`src/rtl/bpsk_sched_pkg.sv`:
```
// Shared types and constants for the BPSK frame scheduler.
package bpsk_sched_pkg;

   typedef enum logic [2:0] {
      ST_IDLE,
      ST_PRE,
      ST_SYNC,
      ST_PAY,
      ST_CRC,
      ST_GAP
   } state_e;

   localparam logic [15:0] CRC_POLY          = 16'h1021;
   localparam logic [15:0] CRC_INIT          = 16'hFFFF;
   localparam logic [7:0]  DEF_PREAMBLE_BYTE = 8'h55;
   localparam logic [15:0] DEF_SYNC_WORD     = 16'h1ACF;

   // One byte of CRC-16-CCITT, MSB first, no reflection.
   function automatic logic [15:0] crc16_byte(input logic [15:0] crc, input logic [7:0] data);
      logic [15:0] c;
      c = crc ^ {data, 8'h00};
      for (int i = 0; i < 8; i++) begin
         c = c[15] ? ((c << 1) ^ CRC_POLY) : (c << 1);
      end
      return c;
   endfunction

endpackage

```
`src/rtl/bpsk_frame_sched_crc.sv`:
```
// Byte-wise CRC-16-CCITT accumulator with synchronous clear and enable.
module bpsk_crc16 import bpsk_sched_pkg::*; (
   input  logic        clk,
   input  logic        rst,
   input  logic        clr_i,
   input  logic        en_i,
   input  logic [7:0]  data_i,
   output logic [15:0] crc_o
);

   logic [15:0] crc_q, crc_d;

   // Next CRC: clear wins over a byte update.
   always_comb begin
      crc_d = crc_q;
      if (clr_i) begin
         crc_d = CRC_INIT;
      end else if (en_i) begin
         crc_d = crc16_byte(crc_q, data_i);
      end
   end

   // CRC register.
   always_ff @(posedge clk or posedge rst) begin
      if (rst) crc_q <= CRC_INIT;
      else     crc_q <= crc_d;
   end

   assign crc_o = crc_q;

endmodule

```
`src/rtl/bpsk_frame_sched.sv`:
```
// Frame scheduler for the BPSK transmit path: preamble, sync word, RAM payload,
// optional CRC (build with BPSK_SCHED_CRC_EN), then a baud-counted guard gap.
module bpsk_frame_sched import bpsk_sched_pkg::*; #(
   parameter int unsigned           DATA_WIDTH    = 8,
   parameter int unsigned           ADDR_WIDTH    = 8,
   parameter int unsigned           FRAME_LEN     = 150,
   parameter int unsigned           PREAMBLE_LEN  = 4,
   parameter logic [DATA_WIDTH-1:0] PREAMBLE_BYTE = DATA_WIDTH'(DEF_PREAMBLE_BYTE),
   parameter logic [15:0]           SYNC_WORD     = DEF_SYNC_WORD,
   parameter int unsigned           GAP_BAUDS     = 32
) (
   input  logic                  clk,
   input  logic                  rst,
   input  logic                  start,
   input  logic                  stop,
   input  logic [ADDR_WIDTH-1:0] base_addr,
   input  logic [7:0]            repeat_cnt,
   input  logic                  baud_tick,
   input  logic                  byte_req,
   output logic [DATA_WIDTH-1:0] byte_out,
   output logic                  byte_valid,
   output logic                  ram_en,
   output logic [ADDR_WIDTH-1:0] ram_addr,
   input  logic [DATA_WIDTH-1:0] ram_rd_data,
   output logic                  tx_en,
   output logic                  busy,
   output logic                  done,
   output logic [7:0]            frame_cnt,
   output logic                  ovr
);

   localparam int unsigned IDX_MAX = (FRAME_LEN > PREAMBLE_LEN) ? FRAME_LEN : PREAMBLE_LEN;
   localparam int unsigned IDX_W   = $clog2(IDX_MAX + 3);
   localparam int unsigned GAP_W   = $clog2(GAP_BAUDS + 1);

   state_e                 state_q, state_d;
   logic [IDX_W-1:0]       idx_q, idx_d;
   logic [GAP_W-1:0]       gap_q, gap_d;
   logic [ADDR_WIDTH-1:0]  base_q, base_d;
   logic [7:0]             rep_q, rep_d;
   logic                   stop_pend_q, stop_pend_d;
   logic                   s1_q, s1_d;
   logic                   s1_pay_q, s1_pay_d;
   logic [DATA_WIDTH-1:0]  s1_byte_q, s1_byte_d;
   logic                   valid_q, valid_d;
   logic                   sel_q, sel_d;
   logic [DATA_WIDTH-1:0]  byte_q, byte_d;
   logic                   ram_en_q, ram_en_d;
   logic [ADDR_WIDTH-1:0]  ram_addr_q, ram_addr_d;
   logic                   tx_en_q, tx_en_d;
   logic                   busy_q, busy_d;
   logic                   done_q, done_d;
   logic [7:0]             frame_cnt_q, frame_cnt_d;
   logic                   ovr_q, ovr_d;

   logic byte_st_c, pend_c, req_ok_c, end_frame_c;

`ifdef BPSK_SCHED_CRC_EN
   logic [15:0] crc_c;
   logic        crc_clr_c;

   assign crc_clr_c = (state_d == ST_PRE) && (state_q != ST_PRE);

   bpsk_crc16 u_crc (
      .clk    (clk),
      .rst    (rst),
      .clr_i  (crc_clr_c),
      .en_i   (sel_q),
      .data_i (8'(ram_rd_data)),
      .crc_o  (crc_c)
   );
`endif

   assign byte_st_c = (state_q inside {ST_PRE, ST_SYNC, ST_PAY, ST_CRC});
   assign pend_c    = s1_q | valid_q;
   assign req_ok_c  = byte_req & byte_st_c & ~pend_c;

   // Next-state, byte pipeline and output decode.
   always_comb begin
      state_d     = state_q;
      idx_d       = idx_q;
      gap_d       = gap_q;
      base_d      = base_q;
      rep_d       = rep_q;
      stop_pend_d = stop_pend_q;
      s1_d        = 1'b0;
      s1_pay_d    = 1'b0;
      s1_byte_d   = s1_byte_q;
      valid_d     = s1_q;
      sel_d       = s1_q & s1_pay_q;
      byte_d      = byte_q;
      ram_en_d    = 1'b0;
      ram_addr_d  = ram_addr_q;
      done_d      = 1'b0;
      frame_cnt_d = frame_cnt_q;
      ovr_d       = ovr_q;
      end_frame_c = 1'b0;

      if (s1_q && !s1_pay_q) byte_d = s1_byte_q;
      else if (sel_q)        byte_d = ram_rd_data;

      if (stop && (state_q != ST_IDLE)) stop_pend_d = 1'b1;
      if (byte_req && byte_st_c && pend_c) ovr_d = 1'b1;

      case (state_q)
         ST_IDLE: begin
            if (start) begin
               base_d      = base_addr;
               rep_d       = repeat_cnt;
               frame_cnt_d = '0;
               ovr_d       = 1'b0;
               idx_d       = '0;
               state_d     = ST_PRE;
            end
         end
         ST_PRE: begin
            if (req_ok_c) begin
               s1_d      = 1'b1;
               s1_byte_d = PREAMBLE_BYTE;
               if (idx_q == IDX_W'(PREAMBLE_LEN - 1)) begin
                  idx_d   = '0;
                  state_d = ST_SYNC;
               end else begin
                  idx_d = idx_q + 1'b1;
               end
            end
         end
         ST_SYNC: begin
            if (req_ok_c) begin
               s1_d = 1'b1;
               if (idx_q == '0) begin
                  s1_byte_d = DATA_WIDTH'(SYNC_WORD[15:8]);
                  idx_d     = IDX_W'(1);
               end else begin
                  s1_byte_d = DATA_WIDTH'(SYNC_WORD[7:0]);
                  idx_d     = '0;
                  state_d   = ST_PAY;
               end
            end
         end
         ST_PAY: begin
            if (req_ok_c) begin
               if (idx_q == IDX_W'(FRAME_LEN)) begin
                  end_frame_c = 1'b1;
               end else begin
                  s1_d       = 1'b1;
                  s1_pay_d   = 1'b1;
                  ram_en_d   = 1'b1;
                  ram_addr_d = base_q + ADDR_WIDTH'(idx_q);
                  idx_d      = idx_q + 1'b1;
`ifdef BPSK_SCHED_CRC_EN
                  if (idx_q == IDX_W'(FRAME_LEN - 1)) begin
                     idx_d   = '0;
                     state_d = ST_CRC;
                  end
`endif
               end
            end
         end
`ifdef BPSK_SCHED_CRC_EN
         ST_CRC: begin
            if (req_ok_c) begin
               if (idx_q == IDX_W'(2)) begin
                  end_frame_c = 1'b1;
               end else begin
                  s1_d      = 1'b1;
                  s1_byte_d = (idx_q == '0) ? DATA_WIDTH'(crc_c[15:8]) : DATA_WIDTH'(crc_c[7:0]);
                  idx_d     = idx_q + 1'b1;
               end
            end
         end
`endif
         ST_GAP: begin
            if (baud_tick) begin
               if (gap_q == GAP_W'(GAP_BAUDS - 1)) begin
                  gap_d = '0;
                  if (stop_pend_q || stop || ((rep_q != '0) && (frame_cnt_q == rep_q))) begin
                     state_d = ST_IDLE;
                  end else begin
                     idx_d   = '0;
                     state_d = ST_PRE;
                  end
               end else begin
                  gap_d = gap_q + 1'b1;
               end
            end
         end
         default: state_d = ST_IDLE;
      endcase

      // The request after the last byte closes the frame without issuing one.
      if (end_frame_c) begin
         state_d     = ST_GAP;
         gap_d       = '0;
         idx_d       = '0;
         frame_cnt_d = frame_cnt_q + 1'b1;
      end

      if ((state_d == ST_IDLE) && (state_q != ST_IDLE)) begin
         stop_pend_d = 1'b0;
         done_d      = 1'b1;
      end

      tx_en_d = (state_d inside {ST_PRE, ST_SYNC, ST_PAY, ST_CRC});
      busy_d  = (state_d != ST_IDLE);
   end

   // State and output registers.
   always_ff @(posedge clk or posedge rst) begin
      if (rst) begin
         state_q     <= ST_IDLE;
         idx_q       <= '0;
         gap_q       <= '0;
         base_q      <= '0;
         rep_q       <= '0;
         stop_pend_q <= 1'b0;
         s1_q        <= 1'b0;
         s1_pay_q    <= 1'b0;
         s1_byte_q   <= '0;
         valid_q     <= 1'b0;
         sel_q       <= 1'b0;
         byte_q      <= '0;
         ram_en_q    <= 1'b0;
         ram_addr_q  <= '0;
         tx_en_q     <= 1'b0;
         busy_q      <= 1'b0;
         done_q      <= 1'b0;
         frame_cnt_q <= '0;
         ovr_q       <= 1'b0;
      end else begin
         state_q     <= state_d;
         idx_q       <= idx_d;
         gap_q       <= gap_d;
         base_q      <= base_d;
         rep_q       <= rep_d;
         stop_pend_q <= stop_pend_d;
         s1_q        <= s1_d;
         s1_pay_q    <= s1_pay_d;
         s1_byte_q   <= s1_byte_d;
         valid_q     <= valid_d;
         sel_q       <= sel_d;
         byte_q      <= byte_d;
         ram_en_q    <= ram_en_d;
         ram_addr_q  <= ram_addr_d;
         tx_en_q     <= tx_en_d;
         busy_q      <= busy_d;
         done_q      <= done_d;
         frame_cnt_q <= frame_cnt_d;
         ovr_q       <= ovr_d;
      end
   end

   // Payload bytes come straight from the RAM in their valid cycle.
   assign byte_out   = sel_q ? ram_rd_data : byte_q;
   assign byte_valid = valid_q;
   assign ram_en     = ram_en_q;
   assign ram_addr   = ram_addr_q;
   assign tx_en      = tx_en_q;
   assign busy       = busy_q;
   assign done       = done_q;
   assign frame_cnt  = frame_cnt_q;
   assign ovr        = ovr_q;

endmodule

```
`config.mk`:
```
export PLATFORM = sky130hd
export DESIGN_NAME = bpsk_frame_sched
export DESIGN_NICKNAME = d
export VERILOG_FILES = /design/src/rtl/bpsk_sched_pkg.sv /design/src/rtl/bpsk_frame_sched_crc.sv /design/src/rtl/bpsk_frame_sched.sv
export SDC_FILE = /design/constraint.sdc
export NUM_CORES = 1
export LEC_CHECK = 0
export BUFFER_PORTS_ARGS = -buffer_cell sky130_fd_sc_hd__buf_2
export CORE_MARGIN = 5
export CORE_UTILIZATION = 40
export DETAILED_ROUTE_END_ITERATION = 8
export PLACE_DENSITY_LB_ADDON = 0.15
export SLEW_MARGIN = 20
export SYNTH_ARGS = -nofsm -noshare
export SYNTH_HDL_FRONTEND = slang
export SYNTH_HIERARCHICAL = 1
export SYNTH_SLANG_ARGS = --single-unit
export TNS_END_PERCENT = 5
```
`constraint.sdc`:
```
create_clock -name clk -period 2.4 [get_ports clk]
set_input_delay 0.48 -clock clk [delete_from_list [all_inputs] [get_ports clk]]
set_output_delay 0.48 -clock clk [all_outputs]
set_load 0.01 [all_outputs]
```
==> impl_metrics.ini <==
[status]
status = complete, no violations

[critical_path]
worst_ep_required_time_ps = 2610
cp-end-kind = flip-flop
arrival_ps = 2280
cpPeakStageDelay_ps = 630
cp_cell_sequence = or3_4 -> or4_4 -> o211a_2 -> a22oi_1 -> mux2i_1
critPathLaunchType = flip-flop
critPathMaxFanout = 12
critical_path_class = flip-flop to flip-flop
cp_slowest_cell = or4_4

[synthesis]
synthCells = 382
async_flop_share_pct = 100
synth_top_family_by_area = simple AND/OR/NAND/NOR gates
synth-xor-area-share_pct = 4.49
ys_seq_area_share_pct = 47.3
synth-simple-area-share_pct = 23.5
synthFlopType = dfrtp_1
synth.net_count = 425
synth_largest_area_cell = dfrtp_1
synthAdderAreaFrac_pct = 4.59
synth.area.top_cells = dfrtp_1 47%, nand2_1 8.0%, mux2_2 4.6%, ha_1 4.1%, xor2_1 3.8%
synth_most_common_cell = nand2_1
ys_types = 55
synth-seq-cells = 70
synth_top_area_share_pct = 47.3
synthMuxAreaShare_pct = 5.10
avgSynthCellArea_sq_um = 9.70
syn_area_sq_um = 3700
synth_edf_count = 0
synth_compound_area_share_pct = 12.6
yosys-top-cells-count = 79 x nand2_1, 70 x dfrtp_1, 24 x nor2_1, 20 x o21ai_0, 17 x nand3_1
yosys_warnings = 6

[placement]
portBuffers = 59
dp_hpwl_um = 6370
place_area_sq_um = 4170
dp_slack_ps = 181
gp_congestion = 0.847

[power_and_ir_drop]
power_switching_w = 0.00175
p_per_area_nw_per_um2 = 1060
sw_frac_of_total_pct = 37.6
seqPwrFrac_pct = 41.0
comb_power_share_pct = 38.2
p_clk_share_pct = 20.8
p_int_w = 0.00291
leakage_nw = 2.12
vdd_drop_max_uv = 356

[sta]
finalCriticalPeriod_ps = 2070
rsz0062_at_grt = no
max_freq_ghz = 0.482
setup_slack_ps = 327
worst_pin_slew_ps = 503
finalCritPeriodShare_pct = 86.4
tns_ps = 0
finalSetupViolations = 0
finClkSkew_ps = 6.45
slew_headroom_pct = 65.6
finalHoldViolations = 0
slew_violations = 0

[floorplanning]
coreArea_sq_um = 9150
core.rowCount = 35
die_x_um = 106
initial_utilization_pct = 40.5
io_pins = 60
die_h_um = 106
die_area_sq_um = 11300

[flow_run]
cap_viol_max_count = 0

[global_routing]
grt_pass1_wl_um = 14200
grt_util_all_layers_pct = 15.6
overflow = 0
grt_max_degree = 27
antenna_found_initial = 0
grt_pass1_vias = 2891

[cts]
clock-root-buffer = clkbuf_8
cts_buffers = 9
cts_tree = yes
clock_latency_ps = 330
cts_hold_buf = 0
cts.sinks = 70
clockBufferDepth = 2
htree_levels = 3
cts.clk_slew.worst_paths_ps = 70
cts.repair.resized = 0
postCtsSetupBuffers = 0

[drt]
wl_met2_um = 3800
first_iter_violations = 137
wl_per_cell_um = 15.0
viasPerCell = 5.19
top_layer = met4
drc_errors = 0
detail-route-antenna-nets = 0
wl_um = 8480
drtPass1Iterations = 4
wl_met3_um = 369
vias = 2937
wl_met1_um = 4240

[cells_and_area]
fin_area_sq_um = 4380
fin_util_pct = 47.9
area_growth_pct = 18.3
antenna_cells = 0
drive_gt1_share_pct = 24.4
fin_nets = 493

[hold_path]
holdCritPathClass = input pin to async pin
[placed cells by master, fill, tap and decap left out, drive strengths merged, types with 10 or more instances in the layout]
| cell type | instances |
|---|---|
| a21oi | 11 |
| xor2 | 16 |
| inv | 10 |
| nand3 | 18 |
| mux2 | 15 |
| clkbuf | 13 |
| nand2 | 79 |
| ha | 12 |
| nor2 | 24 |
| buf | 68 |
| dfrtp | 70 |
| o21ai | 22 |
[cell type report]
type                            count  area (sq um)
Sequential cell                    70          1750
Multi-Input combinational cell    291          1860
Tap cell                          111           139
Fill cell                         902          4770
Timing Repair Buffer               68           388
Clock inverter                      3          42.5
Inverter                           10          37.5
Clock buffer                       13           159
[flip-flops by register name, indices dropped and copies added, names as in the netlist, 3 cells and up]
register	count
base_q	8
byte_q	8
frame_cnt	8
gap_q	6
idx_q	8
ram_addr	8
rep_q	8
s1_byte_q	4
state_q	3
[per-stage QoR]
stage	std cells	hold WS, ps	power (W)
finish	566	152	0.00466
global route	566	181	0.00503
CTS	565	154	0.00472
detailed placement	549	466	0.00373
global placement	549	462	0.00369
floorplan	382	442	0.00315
[routing by layer]
layer / global-route usage, % / vias to the layer above
met3: 4.25 / 5
met1: 22.0 / 1395
met4: 3.52 / 0
li1: - / 1479
met5: 0 / -
met2: 24.1 / 58
[worst paths after layout]
| kind | start | slack [ps] | end | cells after the start |
|---|---|---|---|---|
| hold reg to reg | s1_byte_q[7]$_DFFE_PP0P_ | 480 | s1_byte_q[7]$_DFFE_PP0P_ | 2 |
| hold / removal | rst | 150 | frame_cnt[4]$_DFFE_PP0P_ | 2 |
| setup / recovery | idx_q[3]$_DFFE_PP0P_ | 330 | idx_q[0]$_DFFE_PP0P_ | 5 |
| min in group clk | repeat_cnt[3] | 330 | rep_q[3]$_DFFE_PP0P_ | 3 |
| max in group asynchronous | rst | 1540 | byte_q[6]$_DFF_PP0_ | 4 |
| setup reg to reg | idx_q[3]$_DFFE_PP0P_ | 330 | idx_q[0]$_DFFE_PP0P_ | 5 |
[kinds of logic after synthesis]
group / after synthesis
AND/OR/NAND/NOR: 174
flip-flops: 70
AO/OA/AOI/OAI: 68
buffers and inverters: 21
XOR/XNOR: 19
multiplexers: 17
adder cells (fa/ha/maj): 13
[power groups by stage]
stage	clock (W)	sequential [W]	combinational, W
5_1_grt	0.00106	0.00196	0.00201
4_1_cts	0.00100	0.00191	0.00180
6_report	0.000969	0.00191	0.00178
3_5_place_dp	0	0.00193	0.00180
2_1_floorplan	0	0.00186	0.00129
3_3_place_gp	0	0.00192	0.00177
[critical path: cells and delay by family, from the launching register on]
family	cells	cell delay (ps)
mux	1	100
compound gates	2	370
simple gates	2	1050
flops	1	440
(Power assumes the default switching activity.)
